### config.mk
export PLATFORM = sky130hd
export DESIGN_NAME = argmax_module_flat
export DESIGN_NICKNAME = d
export VERILOG_FILES = /design/src/rtl/cnn_pkg.sv /design/src/rtl/argmax_module_if.sv /design/src/rtl/argmax_cmp.sv /design/src/rtl/argmax_module.sv /design/src/flat_wrapper.sv
export SDC_FILE = /design/constraint.sdc
export NUM_CORES = 1
export LEC_CHECK = 0
export ABC_AREA = 0
export CAP_MARGIN = 15
export CORE_MARGIN = 2
export CORE_UTILIZATION = 40
export CTS_CLUSTER_SIZE = 20
export DETAILED_ROUTE_END_ITERATION = 16
export GPL_ROUTABILITY_DRIVEN = 0
export SKIP_CTS_REPAIR_TIMING = 1
export SYNTH_ARGS = -nofsm -noshare
export SYNTH_HDL_FRONTEND = slang
export SYNTH_SLANG_ARGS = --single-unit
### constraint.sdc
create_clock -name clk -period 5.2 [get_ports clk]
set_input_delay 1.04 -clock clk [delete_from_list [all_inputs] [get_ports clk]]
set_output_delay 1.04 -clock clk [all_outputs]
set_load 0.005 [all_outputs]
### src/rtl/cnn_pkg.sv
// cnn_pkg: shared CNN block constants, argmax FSM state encoding,
// and the class-index width used by argmax_module and argmax_cmp.
package cnn_pkg;

    localparam int NUM_CLASS_DEF = 10;
    localparam int DATA_W_DEF    = 8;
    localparam int CLS_W         = 4;

    typedef enum logic [1:0] {
        IDLE  = 2'd0,
        READ  = 2'd1,
        DRAIN = 2'd2,
        DONE  = 2'd3
    } argmax_state_e;

endpackage

### src/rtl/argmax_module_if.sv
// argmax_module_if: FC output memory port-B read bus.
// master drives omem_enb/omem_addrb and samples omem_doutb; slave is the memory.
interface argmax_module_if
    import cnn_pkg::*;
#(
    parameter int DATA_W = DATA_W_DEF
);

    logic              omem_enb;
    logic [CLS_W-1:0]  omem_addrb;
    logic [DATA_W-1:0] omem_doutb;

    modport master (
        output omem_enb,
        output omem_addrb,
        input  omem_doutb
    );

    modport slave (
        input  omem_enb,
        input  omem_addrb,
        output omem_doutb
    );

endinterface

### src/rtl/argmax_cmp.sv
// argmax_cmp: running best (and, with ARGMAX_TOP2_EN, runner-up) tracker.
// Ports: clk, resetn, in_valid/in_idx/in_data sample, commit loads the
// result outputs class_id/class_score (+ second_id/margin when enabled).
module argmax_cmp
    import cnn_pkg::*;
#(
    parameter int DATA_W = DATA_W_DEF
) (
    input  logic                     clk,
    input  logic                     resetn,
    input  logic                     in_valid,
    input  logic [CLS_W-1:0]         in_idx,
    input  logic signed [DATA_W-1:0] in_data,
    input  logic                     commit,
    output logic [CLS_W-1:0]         class_id,
    output logic signed [DATA_W-1:0] class_score
`ifdef ARGMAX_TOP2_EN
    ,
    output logic [CLS_W-1:0]         second_id,
    output logic [DATA_W:0]          margin
`endif
);

    localparam logic signed [DATA_W-1:0] SMIN =
        {1'b1, {(DATA_W-1){1'b0}}};

    logic signed [DATA_W-1:0] best_q, best_d;
    logic [CLS_W-1:0]         bid_q, bid_d;

`ifdef ARGMAX_TOP2_EN
    logic signed [DATA_W-1:0] sec_q, sec_d;
    logic [CLS_W-1:0]         sid_q, sid_d;
    logic                     sec_v_q, sec_v_d;
    logic [DATA_W:0]          diff;
`endif

    // Index 0 always seeds the run; later samples win only when strictly
    // greater, so the lowest index keeps a tie.
    always_comb begin
        best_d = best_q;
        bid_d  = bid_q;
`ifdef ARGMAX_TOP2_EN
        sec_d   = sec_q;
        sid_d   = sid_q;
        sec_v_d = sec_v_q;
`endif
        if (in_valid) begin
            if (in_idx == '0) begin
                best_d = in_data;
                bid_d  = '0;
`ifdef ARGMAX_TOP2_EN
                sec_d   = SMIN;
                sid_d   = '0;
                sec_v_d = 1'b0;
`endif
            end else if (in_data > best_q) begin
                best_d = in_data;
                bid_d  = in_idx;
`ifdef ARGMAX_TOP2_EN
                sec_d   = best_q;
                sid_d   = bid_q;
                sec_v_d = 1'b1;
`endif
            end
`ifdef ARGMAX_TOP2_EN
            else if (!sec_v_q || (in_data > sec_q)) begin
                // A tie with best lands here, making the later index
                // runner-up with a zero margin.
                sec_d   = in_data;
                sid_d   = in_idx;
                sec_v_d = 1'b1;
            end
`endif
        end
    end

`ifdef ARGMAX_TOP2_EN
    assign diff = {best_d[DATA_W-1], best_d} - {sec_d[DATA_W-1], sec_d};
`endif

    always_ff @(posedge clk or negedge resetn) begin
        if (!resetn) begin
            best_q <= '0;
            bid_q  <= '0;
`ifdef ARGMAX_TOP2_EN
            sec_q   <= SMIN;
            sid_q   <= '0;
            sec_v_q <= 1'b0;
`endif
        end else begin
            best_q <= best_d;
            bid_q  <= bid_d;
`ifdef ARGMAX_TOP2_EN
            sec_q   <= sec_d;
            sid_q   <= sid_d;
            sec_v_q <= sec_v_d;
`endif
        end
    end

    // Results load from the next-state values so the final compare and
    // the commit happen on the same edge.
    always_ff @(posedge clk or negedge resetn) begin
        if (!resetn) begin
            class_id    <= '0;
            class_score <= '0;
`ifdef ARGMAX_TOP2_EN
            second_id <= '0;
            margin    <= '0;
`endif
        end else if (commit) begin
            class_id    <= bid_d;
            class_score <= best_d;
`ifdef ARGMAX_TOP2_EN
            second_id <= sid_d;
            margin    <= diff;
`endif
        end
    end

endmodule

### src/rtl/argmax_module.sv
// argmax_module: reads NUM_CLASS logits from omem port B and reports the
// index/value of the maximum. Ports: clk, resetn, start, done, busy,
// omem (argmax_module_if.master), class_id, class_score, class_valid;
// second_id/margin added when ARGMAX_TOP2_EN is defined. RD_LAT >= 1.
module argmax_module
    import cnn_pkg::*;
#(
    parameter int NUM_CLASS = NUM_CLASS_DEF,
    parameter int DATA_W    = DATA_W_DEF,
    parameter int RD_LAT    = 1
) (
    input  logic                     clk,
    input  logic                     resetn,
    input  logic                     start,
    output logic                     done,
    output logic                     busy,
    argmax_module_if.master          omem,
    output logic [CLS_W-1:0]         class_id,
    output logic signed [DATA_W-1:0] class_score,
    output logic                     class_valid
`ifdef ARGMAX_TOP2_EN
    ,
    output logic [CLS_W-1:0]         second_id,
    output logic [DATA_W:0]          margin
`endif
);

    localparam logic [CLS_W-1:0] LAST = CLS_W'(NUM_CLASS - 1);

    argmax_state_e state, state_n;

    logic             enb_q;
    logic [CLS_W-1:0] addr_q;
    logic             accept;
    logic             fin;
    logic             cls_v_q;

    // Tracks each issued read until its data appears on omem_doutb.
    logic [RD_LAT-1:0] pipe_v;
    logic [CLS_W-1:0]  pipe_idx [RD_LAT];

    logic signed [DATA_W-1:0] rd_data;

    assign rd_data         = omem.omem_doutb;
    assign omem.omem_enb   = enb_q;
    assign omem.omem_addrb = addr_q;

    assign accept = start && ((state == IDLE) || (state == DONE));
    assign fin    = (state == DRAIN) && pipe_v[RD_LAT-1]
                    && (pipe_idx[RD_LAT-1] == LAST);

    assign done        = (state == DONE);
    assign busy        = (state == READ) || (state == DRAIN);
    assign class_valid = cls_v_q;

    always_ff @(posedge clk or negedge resetn) begin
        if (!resetn) state <= IDLE;
        else         state <= state_n;
    end

    always_comb begin
        state_n = state;
        unique case (state)
            IDLE:    if (start) state_n = READ;
            READ:    if (addr_q == LAST) state_n = DRAIN;
            DRAIN:   if (fin) state_n = DONE;
            DONE:    state_n = start ? READ : IDLE;
            default: state_n = IDLE;
        endcase
    end

    always_ff @(posedge clk or negedge resetn) begin
        if (!resetn) begin
            enb_q  <= 1'b0;
            addr_q <= '0;
        end else if (accept) begin
            enb_q  <= 1'b1;
            addr_q <= '0;
        end else if (state == READ) begin
            if (addr_q == LAST) begin
                enb_q  <= 1'b0;
                addr_q <= '0;
            end else begin
                addr_q <= addr_q + CLS_W'(1);
            end
        end
    end

    always_ff @(posedge clk or negedge resetn) begin
        if (!resetn) begin
            for (int k = 0; k < RD_LAT; k++) begin
                pipe_v[k]   <= 1'b0;
                pipe_idx[k] <= '0;
            end
        end else begin
            pipe_v[0]   <= enb_q;
            pipe_idx[0] <= addr_q;
            for (int k = 1; k < RD_LAT; k++) begin
                pipe_v[k]   <= pipe_v[k-1];
                pipe_idx[k] <= pipe_idx[k-1];
            end
        end
    end

    always_ff @(posedge clk or negedge resetn) begin
        if (!resetn)     cls_v_q <= 1'b0;
        else if (fin)    cls_v_q <= 1'b1;
        else if (accept) cls_v_q <= 1'b0;
    end

    argmax_cmp #(
        .DATA_W (DATA_W)
    ) u_cmp (
        .clk         (clk),
        .resetn      (resetn),
        .in_valid    (pipe_v[RD_LAT-1]),
        .in_idx      (pipe_idx[RD_LAT-1]),
        .in_data     (rd_data),
        .commit      (fin),
        .class_id    (class_id),
        .class_score (class_score)
`ifdef ARGMAX_TOP2_EN
        ,
        .second_id   (second_id),
        .margin      (margin)
`endif
    );

endmodule

### src/flat_wrapper.sv
// flat-port wrapper written by rule: the top's interface ports become plain ports
module argmax_module_flat import cnn_pkg::*;
#(
    parameter int NUM_CLASS = NUM_CLASS_DEF,
    parameter int DATA_W    = DATA_W_DEF,
    parameter int RD_LAT    = 1
)
  (clk, resetn, start, done, busy, class_id, class_score, class_valid, omem_omem_enb, omem_omem_addrb, omem_omem_doutb);
  argmax_module_if #(.DATA_W(DATA_W)) omem_i ();
  input  logic clk;
  input  logic resetn;
  input  logic start;
  output logic done;
  output logic busy;
  output logic [CLS_W-1:0] class_id;
  output logic signed [DATA_W-1:0] class_score;
  output logic class_valid;
  output wire logic [$bits(omem_i.omem_enb)-1:0] omem_omem_enb;
  output wire logic [$bits(omem_i.omem_addrb)-1:0] omem_omem_addrb;
  input wire logic [$bits(omem_i.omem_doutb)-1:0] omem_omem_doutb;
  assign omem_omem_enb = omem_i.omem_enb;
  assign omem_omem_addrb = omem_i.omem_addrb;
  assign omem_i.omem_doutb = omem_omem_doutb;
  argmax_module #(.NUM_CLASS(NUM_CLASS), .DATA_W(DATA_W), .RD_LAT(RD_LAT)) u_core (.clk(clk), .resetn(resetn), .start(start), .done(done), .busy(busy), .omem(omem_i), .class_id(class_id), .class_score(class_score), .class_valid(class_valid));
endmodule
### Yosys cells after proc, flatten, opt, wreduce, memory -nomap -nowiden

Cells that the tools add are included.

| storage, ports and cells | value |
|---|---|
| register bits | 37 |
| output and inout port bits | 20 |
| logic and storage cells | 51 |

| cells by class | value |
|---|---|
| $add $sub $neg | 1 |
| magnitude comparators | 1 |
| equal/unequal tests | 8 |
| mux-type cells | 19 |
| reduce and logical (&&, ||, !) cells | 12 |

Operators by type and width:

| operator | count |
|---|---|
| two-way mux 4 bit | 6 |
| two-way mux 8 bit | 3 |
| equality test 4 bit (second input constant) | 2 |
| greater-than comparator 8 bit | 1 |
| one-hot mux 2 bit (4 select lines) | 1 |
| two-way mux 1 bit | 6 |
| two-way mux 2 bit | 3 |
| nonzero test 2 bit | 3 |
| adder 4 x 1 -> 4 bit (second input constant) | 1 |
| equality test 2 bit (second input constant) | 2 |
| zero test 4 bit | 1 |
| inequality test 2 x 1 -> 1 bit (second input constant) | 2 |
| logical AND 1 bit | 3 |
| AND reduction 3 bit | 1 |
| equality test 2 x 1 -> 1 bit (second input constant) | 1 |
| zero test 2 bit | 1 |
| logical OR 1 bit | 2 |
| inequality test 2 bit (second input constant) | 1 |
| AND reduction 2 bit | 1 |

### Depth between registers and ports, before layout

Gate-level depths: netlist (run 1).

| logic depth | value |
|---|---|
| depth after elaboration | 5 |
| mapped depth | 8 |
| gate-level depth less buffers | 7 |

### Cells and area by module

From an unflattened synthesis (run 1), not the netlist that was laid out.

| second synthesis, totals | value |
|---|---|
| cell total of the unflattened synthesis | 199 |
| area total of the unflattened synthesis | 2054.5 sq um |

By module, submodules not included:

| module | instances | cells each | area an instance (sq um) | seq. area each (sq um) |
|---|---|---|---|---|
| argmax_cmp | 1 | 140 | 1393.8 | 600.6 |
| argmax_module | 1 | 59 | 660.6 | 325.3 |

### Worst setup path after synthesis (run 1)

OpenSTA, ideal clock, no wires.

| path | value |
|---|---|
| path kind | input to register |
| from | input port omem_omem_doutb[2] |
| to | register u_core.u_cmp.class_score[2] |
| setup time | 82 ps |
| arrival time | 2465 ps |
| data required time | 5118 ps |
| slack | 2653 ps |
| stages | 7 |
| buffers on the path | 1 |
| cells stage by stage | ha_1 a21oi_1 a211oi_1 o211a_1 clkbuf_1 o21ai_0 a31oi_1 |

| between the ends | value |
|---|---|
| longest elaborated chain between the ends | 4 |

RTL lines:

| what | line | source |
|---|---|---|
| start: declaration | flat_wrapper.sv:20 | `input wire logic [$bits(omem_i.omem_doutb)-1:0] omem_omem_doutb;` |
| greater-than comparator 8 bit | argmax_cmp.sv:56 | `end else if (in_data > best_q) begin` |
| two-way mux 8 bit | argmax_cmp.sv:56 |  |
| two-way mux 8 bit * | argmax_cmp.sv:48 | `if (in_idx == '0) begin` |
| two-way mux 8 bit * | argmax_cmp.sv:47 | `if (in_valid) begin` |
| end signal: assignment | argmax_cmp.sv:113 | `class_score <= best_d;` |
| end: declaration | argmax_cmp.sv:16 | `output logic signed [DATA_W-1:0] class_score` |

Every way passes the cells marked *; elsewhere a longest branch is shown, timed or not.
A chain may end at the register's enable or synchronous reset.

### Final worst setup path (run 1)

| path | value |
|---|---|
| from | input port omem_omem_doutb[7] |
| to | register u_core.u_cmp.class_score[2] |

| between the ends | value |
|---|---|
| longest elaborated chain between the ends | 4 |

RTL lines:

| what | line |
|---|---|
| greater-than comparator 8 bit | argmax_cmp.sv:56 |
| two-way mux 8 bit | argmax_cmp.sv:56 |
| two-way mux 8 bit | argmax_cmp.sv:48 |
| two-way mux 8 bit | argmax_cmp.sv:47 |

No other way between the ends.

==> qor.yml, run 1 <==
clock_network:
  clk_transition_reported_paths_ns: 0.07
  clkLatencyLatePin_ns: 0.29
  cts_tree: "yes"
  htreeDepth: 2
  cts-root-buf: "clkbuf_8"
  cts.sinks: 37
  clockBufferDepth: 2
  cts_made_buffers: 5
route:
  drc: 0
  routedWlPerCell_um: 14.0
  drt_iter0_markers: 78
  drt_first_pass_iters: 4
  postRouteAntennaNets: 0
  finalWirelength_um: 3650
  vias: 1360
  viasPerCell: 5.23
pwr:
  p_sw_share_pct: 36.4
  peakVddDrop_v: 0.000230
  p_int_mw: 0.797
  power_density_nw_per_um2: 563
  seqPwrFrac_pct: 37.0
  p_switching_mw: 0.457
  p_comb_share_pct: 42.7
  clkPwrFrac_pct: 20.3
  p_leak_nw: 0.992
synth:
  ys_warn_count: 0
  yosysUniqueCellTypes: 33
  ys_seq_area_share_pct: 53.0
  ys_ff_latch: 37
  async_reset_ff_share_pct: 100
  synth.top_cells.by_count: "dfrtp_1, nand2_1, o21ai_0"
  synthCells: 172
  synth_top_flop_cell: "dfrtp_1"
  synth_nets: 196
  post-synth-top-area-cell: "dfrtp_1"
  synth-edff-count: 0
  yosysMostFrequentCell: "dfrtp_1"
  syn_area_um2: 1750
  synth_top_area_share_pct: 53.0
  syn_area_per_cell_um2: 10.1
  synthTopCellsByArea: "dfrtp_1, ha_1, nand2_1"
critical_path:
  crit_required_ns: 5.40
  crit_start: "omem_omem_doutb[7]"
  cp_max_fo: 8
  criticalPathCategory: "input port to flip-flop"
  end_kind: "flip-flop"
  arrival_ns: 3.20
  regToRegStartpoint: "u_core.state[0]$_DFFE_PN0P_"
  cp-start-kind: "input port"
timing:
  setup_tns_ns: 0
  setup_slack_ns: 2.20
  worst_pin_slew_ns: 0.749
  clock_skew_ns: 0.00445
  maxSlewViolCount: 0
  hold_viol_final: 0
  setup_viol: 0
  timing.fmax_ghz: 0.334
  timing.final.crit_period_ns: 3.00
  min_period_over_period_pct: 57.7
  slew_headroom_pct: 49.7
  rsz0062_at_grt: "no"
final_layout:
  drive_above_1_share_pct: 5.29
  area_growth_syn_to_layout_pct: 27.5
  nets: 231
  filler_cell_count: 395
  diodes: 0
grt:
  grt_first_pass_wirelength_um: 6380
  antenna_found_initial: 0
  grt-ovfl-total: 0
  grt_max_degree: 38
  track_usage_pct: 16.3
  grt_pass1_vias: 1390
run_status:
  outcome: "finished clean"
job:
  cap_violations: 0
floorplan:
  ioPinCount: 31
  fp.dieH_um: 70.1
  start_util_pct: 40.9
  die_w_um: 70.1
  num_rows: 24
  core_area_um2: 4260
  design.die.area_um2: 4910
hold_path:
  hp-class: "flip-flop to flip-flop"
  hold_start: "u_core.omem.omem_enb$_DFFE_PN0P_"
place:
  port_buffers: 30
  dp_slack_ns: 1.88
  dp_hpwl_um: 2670
==> cell families (layout without fill, tap and decap cells) <==
logic type      after synthesis  in the layout  share of synthesized area, %
mux                           3              3                          1.79
compound gates               40             40                          15.0
fa+ha+maj                    13             13                          9.32
buf+inv                      17             53                          3.73
simple gates                 60             60                          16.1
flops                        37             37                          53.0
xor+xnor                      2              2                          1.00
==> per-stage QoR <==
step	hold WS (ns)	std cells	utilization, %	power, mW	instance area [um^2]
floorplan	0.390	172	-	0.789	1750
global placement	0.395	252	49.5	0.985	2110
detailed placement	0.398	252	49.5	1.00	2110
CTS	0.419	260	52.2	1.27	2230
global route	0.444	260	52.2	1.35	2230
finish	0.420	260	52.2	1.25	2230
==> worst max-delay path: stages <==
cell and delay [ns]:
clkdlybuf4s50_1 0.42, ha_1 0.32, nor3b_1 0.21, o221ai_1 0.19, o211ai_1 0.60, nand3_1 0.19
a31oi_1 0.22
==> final cells by class <==
type / instances / area (um^2) / share of cell area (%)
multi-input combinational: 118 / 754 / 33.9
timing repair buffer: 32 / 315 / 14.2
tap: 52 / 65.1 / 2.92
clock buffer: 7 / 86.3 / 3.88
clock inverter: 1 / 30.0 / 1.35
inverter: 13 / 48.8 / 2.19
sequential: 37 / 926 / 41.6
==> layout by cell type, fill, tap and decap left out, types with 2 or more instances in the layout <==
| cell | instances |
|---|---|
| a21oi_1 | 5 |
| a22o_1 | 4 |
| a31oi_1 | 8 |
| buf_4 | 2 |
| clkbuf_8 | 6 |
| clkdlybuf4s50_1 | 30 |
| dfrtp_1 | 37 |
| ha_1 | 13 |
| inv_1 | 13 |
| mux2i_1 | 2 |
| nand2_1 | 20 |
| nand3_1 | 13 |
| nand3b_1 | 2 |
| nor2_1 | 12 |
| nor2b_1 | 4 |
| nor3_1 | 2 |
| nor3b_1 | 2 |
| o21ai_0 | 15 |
==> power by group through the flow <==
stage | clock network (mW) | registers, mW | logic [mW]
after global placement | 0 | 0.464 | 0.522
after global routing | 0.275 | 0.476 | 0.602
after floorplan | 0 | 0.454 | 0.334
after detailed placement | 0 | 0.469 | 0.536
final | 0.255 | 0.464 | 0.535
after CTS | 0.262 | 0.464 | 0.541
==> flip-flops by register name, indices dropped and copies added (netlist names) <==
signal and flops:
u_core.omem.omem_addrb 4, u_core.u_cmp.class_score 8, u_core.state 2, u_core.u_cmp.class_id 4
u_core.omem.omem_enb 1, u_core.pipe_v 1, u_core.u_cmp.best_q 8, u_core.pipe_idx 4
u_core.u_cmp.bid_q 4, u_core.class_valid 1
==> routing by layer <==
layer / track usage, % / share of wire (%) / vias to the layer above
met4: 7.05 / 2.3 / 0
li1: - / - / 671
met5: 0 / 0 / -
met1: 20.2 / 46 / 652
met2: 27.1 / 47 / 28
met3: 4.04 / 4.4 / 9
==> final timing paths <==
kind                                                      endpoint  slack (ns)  cells past startpoint
max                        u_core.u_cmp.class_score[2]$_DFFE_PN0P_        2.20                      7
min                                        u_core.pipe_v$_DFF_PN0_        0.42                      0
max reg2reg                            u_core.state[0]$_DFFE_PN0P_        2.87                      7
min reg2reg                                u_core.pipe_v$_DFF_PN0_        0.42                      0
max in group asynchronous  u_core.u_cmp.class_score[0]$_DFFE_PN0P_        3.70                      2
min in group asynchronous  u_core.u_cmp.class_score[7]$_DFFE_PN0P_        1.17                      2
Note: power is estimated with default switching activity, not from simulation.
==> run 2: changes to the inputs <==
Settings changed: PLACE_DENSITY from default to 0.66.
Clock period 5.2 ns to 2.4 ns, I/O delays scaled along.
==> run 2 against run 1 <==
Final cell count grew 1.2%. Via count is the same. Sequential power grew 120%. Non-clock buffer count grew 4. Flip-flop and latch count is the same. Clock power grew 72%. Final area is the same. Sequential share of layout area is the same. Clock skew grew 0.0058 ns. Utilization is the same. Highest routed layer unchanged.
==> qor.yml, run 2 (same netlist as run 1, synthesis figures left out) <==
final_layout:
  finish.instance_area_um2: 2230  # unchanged
  reg_top3: "u_core.u_cmp.best_q: 8 flops, u_core.u_cmp.class_score: 8 flops"  # unchanged
  drive_above_1_share_pct: 7.58  # was 5.29%
  nets: 235  # was 231
  diodes: 0  # unchanged
  final_cells: 263  # was 260
  layout_common_cells: "dfrtp_1, clkdlybuf4s50_1, nand2_1"  # unchanged
  area_growth_syn_to_layout_pct: 27.5  # unchanged
  layout_commonest_cell: "dfrtp_1"  # unchanged
route:
  viasPerCell: 5.17  # was 5.23
  routedWlPerCell_um: 13.3  # was 14.0 um
  drt_first_pass_iters: 4  # unchanged
  drc: 0  # unchanged
  postRouteAntennaNets: 0  # unchanged
  finalWirelength_um: 3500  # was 3650 um
  vias: 1360  # unchanged
  drt_iter0_markers: 91  # was 78
pwr:
  p_total_mw: 2.65  # was 1.25 mW
  seqPwrFrac_pct: 37.8  # was 37.0%
  p_sw_share_pct: 36.8  # was 36.4%
  p_leak_nw: 1.00  # was 0.992 nW
  peakVddDrop_v: 0.000689  # was 0.000230 V
  p_comb_share_pct: 45.7  # was 42.7%
  power_density_nw_per_um2: 1190  # was 563 nW/um^2
  clkPwrFrac_pct: 16.5  # was 20.3%
  p_switching_mw: 0.975  # was 0.457 mW
  p_int_mw: 1.68  # was 0.797 mW
floorplan:
  start_util_pct: 40.9  # unchanged
  ioPinCount: 31  # unchanged
  design.die.area_um2: 4910  # unchanged
  die_w_um: 70.1  # unchanged
  fp.dieH_um: 70.1  # unchanged
  num_rows: 24  # unchanged
  core_area_um2: 4260  # unchanged
critical_path:
  criticalPathCategory: "input port to flip-flop"  # unchanged
  r2r_slack_ns: 0.20  # was 2.87 ns
  crit_end: "u_core.u_cmp.class_score[6]$_DFFE_PN0P_"  # was u_core.u_cmp.class_score[2]$_DFFE_PN0P_
  rr_endpoint: "u_core.state[0]$_DFFE_PN0P_"  # unchanged
  crit_start: "omem_omem_doutb[5]"  # was omem_omem_doutb[7]
  cp-start-kind: "input port"  # unchanged
  crit_required_ns: 2.55  # was 5.40 ns
  end_kind: "flip-flop"  # unchanged
  reg2reg_depth: 7  # unchanged
  cp_max_fo: 10  # was 8
  arrival_ns: 2.38  # was 3.20 ns
  regToRegStartpoint: "u_core.state[0]$_DFFE_PN0P_"  # unchanged
place:
  port_buffers: 30  # unchanged
  dp_hpwl_um: 2540  # was 2670 um
  dpl-instance-area_um2: 2140  # was 2110 um^2
  dp.cells: 256  # was 252
grt:
  grt_first_pass_wirelength_um: 5870  # was 6380 um
  track_usage_pct: 15.5  # was 16.3%
  grt-ovfl-total: 0  # unchanged
  grt_max_degree: 38  # unchanged
  antenna_found_initial: 0  # unchanged
  grt_pass1_vias: 1273  # was 1390
clock_network:
  htreeDepth: 2  # unchanged
  cts_made_buffers: 5  # unchanged
  cts-root-buf: "clkbuf_8"  # unchanged
  cts.sinks: 37  # unchanged
  clockBufferDepth: 2  # unchanged
  cts_tree: "yes"  # unchanged
  clk_transition_reported_paths_ns: 0.07  # about the same
  clkLatencyLatePin_ns: 0.29  # about the same
timing:
  slew_headroom_pct: 46.0  # was 49.7%
  rsz0062_at_grt: "no"  # unchanged
  setup_tns_ns: 0  # unchanged
  hold_slack_ns: 0.269  # was 0.420 ns
  timing.final.crit_period_ns: 2.23
  worst_pin_slew_ns: 0.809  # was 0.749 ns
  timing.fmax_ghz: 0.449
  setup_viol: 0  # unchanged
  maxSlewViolCount: 0  # unchanged
  min_period_over_period_pct: 92.7
  clock_skew_ns: 0.0102  # was 0.00445 ns
  hold_viol_final: 0  # unchanged
run_status:
  outcome: "finished clean"  # unchanged
job:
  cap_violations: 0  # unchanged
hold_path:
  hp-class: "input port to async pin"  # was flip-flop to flip-flop
-- run 2: power groups by stage --
stage | Sequential (mW) | Combinational (mW) | Clock [mW]
3_5_place_dp | 1.01 | 1.23 | 0
2_1_floorplan | 0.985 | 0.725 | 0
3_3_place_gp | 1.01 | 1.21 | 0
4_1_cts | 1.00 | 1.23 | 0.446
5_1_grt | 1.04 | 1.37 | 0.482
6_report | 1.00 | 1.21 | 0.438
-- run 2: worst min-delay path by stage --
stage / cells after the start / slack, ns / end
2_1_floorplan: 0 / 0.18 / u_core.class_valid$_DFFE_PN0P_
3_3_place_gp: 0 / 0.40 / u_core.pipe_v$_DFF_PN0_
3_5_place_dp: 0 / 0.40 / u_core.pipe_v$_DFF_PN0_
5_1_grt: 1 / 0.35 / u_core.u_cmp.class_score[3]$_DFFE_PN0P_
6_report: 1 / 0.27 / u_core.u_cmp.class_score[3]$_DFFE_PN0P_
4_1_cts: 1 / 0.31 / u_core.u_cmp.class_score[3]$_DFFE_PN0P_
-- run 2: layer usage --
layer  vias to the layer above  wire length (um)  GRT usage (%)
met5                         -                 0              0
met4                         0                37           5.77
met2                        32              1650           24.7
li1                        680                 -              -
met3                         4               165           5.05
met1                       644              1640           19.7
-- run 2: metrics by stage --
step	worst slack (ns)	util, %
2_1_floorplan	0.293	-
3_3_place_gp	-0.0972	50.2
3_5_place_dp	-0.140	50.2
4_1_cts	0.174	52.2
5_1_grt	0.00464	52.2
6_report	0.174	52.2
-- run 2: area by class of cell --
class | instances | area (um^2)
timing repair buffer | 36 | 340
clock buffer | 7 | 86.3
inverter | 13 | 48.8
multi-input combinational | 118 | 759
tap | 52 | 65.1
sequential | 37 | 926
fill | 411 | 2040
-- run 2: critical path, cell delays in order --
cell             delay (ns)
clkdlybuf4s50_1        0.43
ha_1                   0.30
nand3_1                0.12
o32a_1                 0.39
o211a_1                0.24
o21ai_0                0.29
a31oi_1                0.12
==> run 3: changes to the inputs <==
Settings changed: REMOVE_ABC_BUFFERS from default to 1.
==> run 3 against run 2 <==
First-iteration DRC count down 9.9%. Final area up 1.1%. Final cell count up 0.38%. Flip-flop and latch count unchanged. Sequential power about the same. Total power up 0.77%. Wire length up 0.40%. Register-to-register slack worse by 0.02 ns. Fmax down 2.5%.
==> qor.yml, run 3 (same netlist as run 1, synthesis figures left out) <==
final_layout:
  reg_top3: "u_core.u_cmp.best_q: 8 flops, u_core.u_cmp.class_score: 8 flops"  # unchanged
  ff_latch_area_um2: 926  # unchanged
  area_growth_syn_to_layout_pct: 29.0  # was 27.5%
  drive_above_1_share_pct: 8.49  # was 7.58%
  layout_commonest_cell: "dfrtp_1"  # unchanged
  multi_input_area_um2: 764  # was 759 um^2
  layout_common_cells: "dfrtp_1, clkdlybuf4s50_1, nand2_1"  # unchanged
  nets: 235  # unchanged
  filler_cell_count: 408  # was 411
  final_util_pct: 52.8  # was 52.2%
  diodes: 0  # unchanged
floorplan:
  ioPinCount: 31  # unchanged
  core_area_um2: 4260  # unchanged
  start_util_pct: 40.9  # unchanged
  die_w_um: 70.1  # unchanged
  fp.dieH_um: 70.1  # unchanged
  design.die.area_um2: 4910  # unchanged
  num_rows: 24  # unchanged
critical_path:
  cp-start-kind: "input port"  # unchanged
  path_buf_inv: 1  # unchanged
  crit_required_ns: 2.54  # was 2.55 ns
  cp_slowest_cell: "clkdlybuf4s50_1"  # unchanged
  criticalPathCategory: "input port to flip-flop"  # unchanged
  end_kind: "flip-flop"  # unchanged
  cp_max_fo: 10  # unchanged
  arrival_ns: 2.43  # was 2.38 ns
  cp_cell_sequence: "clkdlybuf4s50_1 -> ha_1 -> nand3_1 -> o32a_1 -> o211a_1 -> o21ai_0 -> a31oi_1"  # unchanged
  cpPeakStageDelay_ns: 0.43  # about the same
  crit_family: "compound AO/OA/AOI/OAI gates"  # unchanged
pwr:
  p_switching_mw: 0.988  # was 0.975 mW
  p_sw_share_pct: 37.0  # was 36.8%
  p_int_mw: 1.69  # was 1.68 mW
  p_leak_nw: 1.01  # was 1.00 nW
  seqPwrFrac_pct: 37.7  # was 37.8%
  clkPwrFrac_pct: 17.5  # was 16.5%
  power_density_nw_per_um2: 1190  # about the same
  p_comb_share_pct: 44.8  # was 45.7%
  peakVddDrop_v: 0.000575  # was 0.000689 V
clock_network:
  clk_transition_reported_paths_ns: 0.07  # about the same
  cts-root-buf: "clkbuf_8"  # unchanged
  clockBufferDepth: 2  # unchanged
  cts_tree: "yes"  # unchanged
  cts_made_buffers: 5  # unchanged
  htreeDepth: 2  # unchanged
  clkLatencyLatePin_ns: 0.28  # was 0.29 ns
  cts.sinks: 37  # unchanged
grt:
  grt_pass1_vias: 1366  # was 1273
  grt_max_degree: 38  # unchanged
  track_usage_pct: 15.8  # was 15.5%
  grt_first_pass_wirelength_um: 6230  # was 5870 um
  grt-ovfl-total: 0  # unchanged
  antenna_found_initial: 0  # unchanged
route:
  finalWirelength_um: 3510  # was 3500 um
  drt_first_pass_iters: 4  # unchanged
  routedWlPerCell_um: 13.3  # about the same
  drt_iter0_markers: 82  # was 91
  postRouteAntennaNets: 0  # unchanged
  vias: 1341  # was 1360
  drc: 0  # unchanged
  viasPerCell: 5.08  # was 5.17
timing:
  timing.final.crit_period_ns: 2.28  # was 2.23 ns
  slew_headroom_pct: 67.4  # was 46.0%
  timing.fmax_ghz: 0.438  # was 0.449 GHz
  clock_skew_ns: 0.00395  # was 0.0102 ns
  min_period_over_period_pct: 95.1  # was 92.7%
  hold_viol_final: 0  # unchanged
  rsz0062_at_grt: "yes"  # was no
  setup_viol: 0  # unchanged
  worst_pin_slew_ns: 0.483  # was 0.809 ns
  maxSlewViolCount: 0  # unchanged
  setup_slack_ns: 0.118  # was 0.174 ns
place:
  dp_slack_ns: -0.190  # was -0.140 ns
  port_buffers: 30  # unchanged
  dp_hpwl_um: 2580  # was 2540 um
hold_path:
  hp-class: "flip-flop to flip-flop"  # was input port to async pin
run_status:
  outcome: "finished clean"  # unchanged
job:
  cap_violations: 0  # unchanged
[run 3: worst register-to-register path, stage by stage (launching register included)]
cell	delay, ns
dfrtp_1	0.41
inv_1	0.17
ha_1	0.21
nand4_1	0.12
or3_1	0.35
a221o_1	0.41
a2111oi_2	0.36
a21oi_1	0.07
[run 3: metal layers]
metal  track usage (%)  share of wire, %  up-vias
met5                 0                 0        -
met4              3.85               1.1        0
met3              4.91               5.0        5
met2              24.6                46       27
met1              21.6                48      626
li1                  -                 -      683
[run 3: stage by stage]
| step | hold slack, ns | cells | area [um^2] | TNS (ns) | power (mW) |
|---|---|---|---|---|---|
| 2_1_floorplan | 0.184 | 168 | 1730 | 0 | 1.69 |
| 3_3_place_gp | 0.401 | 256 | 2140 | -1.70 | 2.20 |
| 3_5_place_dp | 0.401 | 256 | 2140 | -2.56 | 2.22 |
| 4_1_cts | 0.422 | 264 | 2250 | 0 | 2.70 |
| 5_1_grt | 0.434 | 264 | 2250 | -0.0250 | 2.90 |
| 6_report | 0.419 | 264 | 2250 | 0 | 2.67 |
[run 3: path summary, 6_finish.rpt]
check / from / cells past startpoint / slack (ns) / end
max reg2reg: u_core.state[0]$_DFFE_PN0P_ / 7 / 0.18 / u_core.state[0]$_DFFE_PN0P_
min in group asynchronous: resetn / 2 / 0.62 / u_core.u_cmp.class_score[3]$_DFFE_PN0P_
min: u_core.omem.omem_enb$_DFFE_PN0P_ / 0 / 0.42 / u_core.pipe_v$_DFF_PN0_
max: omem_omem_doutb[6] / 7 / 0.12 / u_core.u_cmp.class_score[0]$_DFFE_PN0P_
max in group asynchronous: resetn / 2 / 1.46 / u_core.u_cmp.bid_q[1]$_DFF_PN0_
min reg2reg: u_core.omem.omem_enb$_DFFE_PN0P_ / 0 / 0.42 / u_core.pipe_v$_DFF_PN0_
[run 3: area by class of cell]
type	count	share of cell area, %
sequential	37	41.1
multi-input combinational	118	34.0
timing repair buffer	36	15.3
clock buffer	7	4.28
tap	52	2.89
inverter	13	2.17
clock inverter	1	0.222
[run 3: power by group through the flow]
stage          Clock, mW  Sequential (mW)  Combinational (mW)
2_1_floorplan          0            0.985               0.708
3_3_place_gp           0             1.01                1.19
3_5_place_dp           0             1.02                1.20
4_1_cts            0.485             1.01                1.21
5_1_grt            0.511             1.04                1.36
6_report           0.469             1.01                1.20
==> edit 1: new RTL, settings of run 2 <==
The package constant `DATA_W_DEF` goes from 8 to 10.
--- a/src/rtl/cnn_pkg.sv
+++ b/src/rtl/cnn_pkg.sv
@@ -3,7 +3,7 @@
 package cnn_pkg;
 
     localparam int NUM_CLASS_DEF = 10;
-    localparam int DATA_W_DEF    = 8;
+    localparam int DATA_W_DEF    = 10;
     localparam int CLS_W         = 4;
 
     typedef enum logic [1:0] {
Ports: changed (resized class_score and omem_omem_doutb); port bits go from 31 to 35. No check against the original RTL was run, so the function may have changed too.
==> edit 1 against run 2 <==
Clock skew shrank 0.00099 ns; total power increased by 42%; global-route usage grew 3.6 points; sequential power up 19%; routed wire length grew 65%; area after synthesis rose by 37%; critical path depth increased by 1; clock power up 34%; cell area is 42% higher; setup slack got worse by 0.098 ns; via count increased by 50%; sequential cell count up 4; synthesized cell count grew 40%.
==> edit 1: results (changes against run 2) <==
Logic synthesis
  – Synth Area per Inst: 9.921 sq um (-2.2%)
  – Xor and xnor area share after synthesis: 0.007326 (-0.002710)
  – Synth Area in Compound Gates: 0.2271 (+0.07729)
  – Netlist cell types: 40 (+21%)
  – Register area share after synthesis: 0.4291 (-0.1014)
  – Synth top area cells: dfrtp_1 (43%), ha_1 (7.8%), o211ai_1 (6.3%)
  – Synth top area share: 0.4291 (-0.1014)
  – Synth cell count leaders: dfrtp_1 (41), nand2_1 (30), o211ai_1 (20), inv_1 (17), ha_1 (15)
  – Adder-Cell Fraction of Synth Area: 0.07849 (-0.01470)
  – Mapped Nets: 269 (+37%)
  – Mux contribution to synthesized area: 0.004710 (-0.01321)

Pwr
  – Comb. pwr: 1990 uW (+64%)
  – Worst VDD drop: 0.0006081 V (-12%)
  – Power Dens Cells: 1197 nW/um^2 (+0.46%)
  – Clock group power: 587 uW (+34%)
  – Switching share of power: 0.3867 (+0.01893)
  – Leakage: 0.001448 uW (+45%)

Clock tree
  – Clk pin slew, worst setup/hold paths: 0.09 ns (+0.02 ns)
  – # H-tree levels: 2 (unchanged)

Route
  – Wire length on met3: 297 um (+80%)
  – Vias per inst: 5.441 (+5.2%)
  – Met2 wire len: 2.838 mm (+72%)
  – WL/cell: 15.44 um (+16%)
  – DRT iter0 DRCs: 94 (+3.3%)
  – Wl on met1: 2.580 mm (+57%)
  – Detailed Route WL: 5.773 mm (+65%)

Final layout
  – Share of cells above drive strength 1: 0.1973 (+0.1215)
  – Top flop regs: u_core.u_cmp.best_q (10), u_core.u_cmp.class_score (10)
  – Fill count: 524 (+27%)
  – Nets: 326 (+39%)
  – Final core occ: 0.5387 (+0.01670)

Global routing
  – Met3 usage: 0.04556 (-0.004949)
  – Vias in the first global route: 2052 (+61%)
  – Total Routing Usage GR: 0.1911 (+0.03612)
  – First-pass GRT wire length: 9.694 mm (+65%)
  – Largest net degree at the start of global routing: 30 (-21%)
  – GR Layer Usage met2: 0.3385 (+0.09196)
  – Grt met1 use: 0.2306 (+0.03317)

Setup path
  – Crit path arrival time: 2.50 ns (+0.12 ns)
  – Crit-path max FO: 8 (-2)

Place
  – DP Area: 2990 sq um (+40%)
  – Placed insts: 366 (+43%)
  – Worst slack, placed: -0.3635 ns (-0.2230 ns)
  – DPL Wire Length: 4.125 mm (+62%)
  – Port buffer count: 34 (+13%)

Status
  – Outcome: finished, final reports clean

STA
  – Final Skew: 0.009252 ns (-0.0009904 ns)
  – Slew HR: 0.7490 (+0.2886)
## edit 1: final timing paths
path	endpoint	from	cells after the start	slack [ns]
min in group clk	u_core.pipe_v	u_core.omem.omem_enb	0	0.42
max in group asynchronous	u_core.u_cmp.bid_q[3]	resetn	2	1.85
setup reg to reg	u_core.u_cmp.best_q[9]	u_core.u_cmp.best_q[7]	9	0.16
hold / removal	u_core.u_cmp.class_score[2]	resetn	1	0.04
setup / recovery	u_core.u_cmp.best_q[9]	omem_omem_doutb[9]	8	0.08
hold reg to reg	u_core.pipe_v	u_core.omem.omem_enb	0	0.42
## edit 1: cell type report
type                    count  share of cell area
clock inverters             1            0.009528
inverters                  17             0.02025
well taps                  75             0.02977
clock buffers               7             0.02739
repair buffers             66              0.1913
multi-input cells         167              0.3962
flip-flops and latches     41              0.3255
## edit 1: worst max-delay path, stage by stage
cell	delay (ns)
clkdlybuf4s50_1	0.53
ha_4	0.22
and4_1	0.22
and4_4	0.19
a221o_1	0.34
buf_6	0.17
o211ai_1	0.21
o211ai_2	0.12
==> edit 2: new RTL, flow settings as in run 2 <==
Without the edit above. The 4 states of `argmax_state_e` get a one-hot encoding in 4 bits.
--- a/src/rtl/cnn_pkg.sv
+++ b/src/rtl/cnn_pkg.sv
@@ -6,11 +6,11 @@
     localparam int DATA_W_DEF    = 8;
     localparam int CLS_W         = 4;
 
-    typedef enum logic [1:0] {
-        IDLE  = 2'd0,
-        READ  = 2'd1,
-        DRAIN = 2'd2,
-        DONE  = 2'd3
+    typedef enum logic [3:0] {
+        IDLE  = 4'b0001,
+        READ  = 4'b0010,
+        DRAIN = 4'b0100,
+        DONE  = 4'b1000
     } argmax_state_e;
 
 endpackage
Formal check against the unedited RTL: no difference found for any inputs over 10 cycles, from zero or initial values and one cycle with resetn low; not proved beyond that.
==> edit 2 against run 2 <==
Setup slack got worse by 0.11 ns; global-route usage is 0.68 points lower; routed wire length grew 1.5%; sequential share of layout area shrank 2.1 points; sequential cell count grew 2; cell area up 11%; area after synthesis is 3.0% higher.
Power is not compared: it rests on default switching activity, and its combinational part moved more than twofold at a synthesized area within 25%.
==> edit 2: results (changes against run 2) <==
STA
  – Worst slew pin tran: 0.8411 ns (+0.03168 ns)
  – Fin Hold WS: 0.2970 ns (+0.02757 ns)
  – Minimum clock period: 2.333 ns (+0.1071 ns)

Logic synthesis
  – Synth Area in Compound Gates: 0.1155 (-0.03430)
  – Synth Instances: 153 (-11%)
  – Synth cell count leaders: dfrtp_1 (38), inv_1 (15), mux2_2 (10), nor2_1 (9)
  – Mapped Nets: 172 (-12%)
  – Adder-Cell Fraction of Synth Area: 0.05567 (-0.03752)

Global routing
  – Largest net degree at the start of global routing: 40 (+5.3%)
  – Grt met1 use: 0.1872 (-0.01017)

Place
  – DPL Wire Length: 2.478 mm (-2.5%)
  – Placed insts: 242 (-5.5%)
  – Worst slack, placed: -0.5649 ns (-0.4244 ns)

Route
  – Vias per inst: 4.996 (-3.4%)
  – WL/cell: 13.98 um (+5.1%)
  – DRT iter0 DRCs: 37 (-59%)
  – Met2 wire len: 1.776 mm (+7.7%)

Setup path
  – CP max stage cell: dfrtp_1
  – Reg2reg end: u_core.u_cmp.class_score[1]
  – Critical R2R Launch: u_core.u_cmp.best_q[5]
  – CP Launch Point: u_core.u_cmp.best_q[5]
  – Crit-path max FO: 6 (-4)
  – Reg2Reg Depth: 9 (+2)

Final layout
  – Share of cells above drive strength 1: 0.2574 (+0.1816)
  – Fill count: 354 (-14%)

Status
  – Outcome: finished, final reports clean
## edit 2: cell count changes in the layout (fill, tap and decap cells not counted), sizes merged, moves of 4 or more
cell	delta
dlymetal6s2s	+8
clkdlybuf4s50	-8
a22o	-4
nand3	-11
o21ai	-7
nand2	-14
a31oi	-4
mux2	+15
nand2b	+6
buf	+9
ha	-5
## edit 2: kinds of logic (layout without fill, tap and decap cells)
family	after synthesis	in the layout
flops	39	39
simple gates	38	38
compound gates	29	29
buf+inv	20	69
mux	16	16
fa+ha+maj	8	8
xor+xnor	3	3
## edit 2: area by class of cell
type / count / area (sq um) / share of cell area
inverters: 16 / 60.06 / 0.02427
well taps: 52 / 65.06 / 0.02629
multi-input cells: 94 / 838.3 / 0.3387
repair buffers: 45 / 435.4 / 0.1759
clock inverters: 2 / 16.27 / 0.006572
flip-flops and latches: 39 / 977.2 / 0.3948
clock buffers: 6 / 82.58 / 0.03337
## edit 2: report_power, final
group	total (uW)	switching, uW	internal [uW]
clock network	464	229	234
registers	837	88.2	749
logic	561	249	312
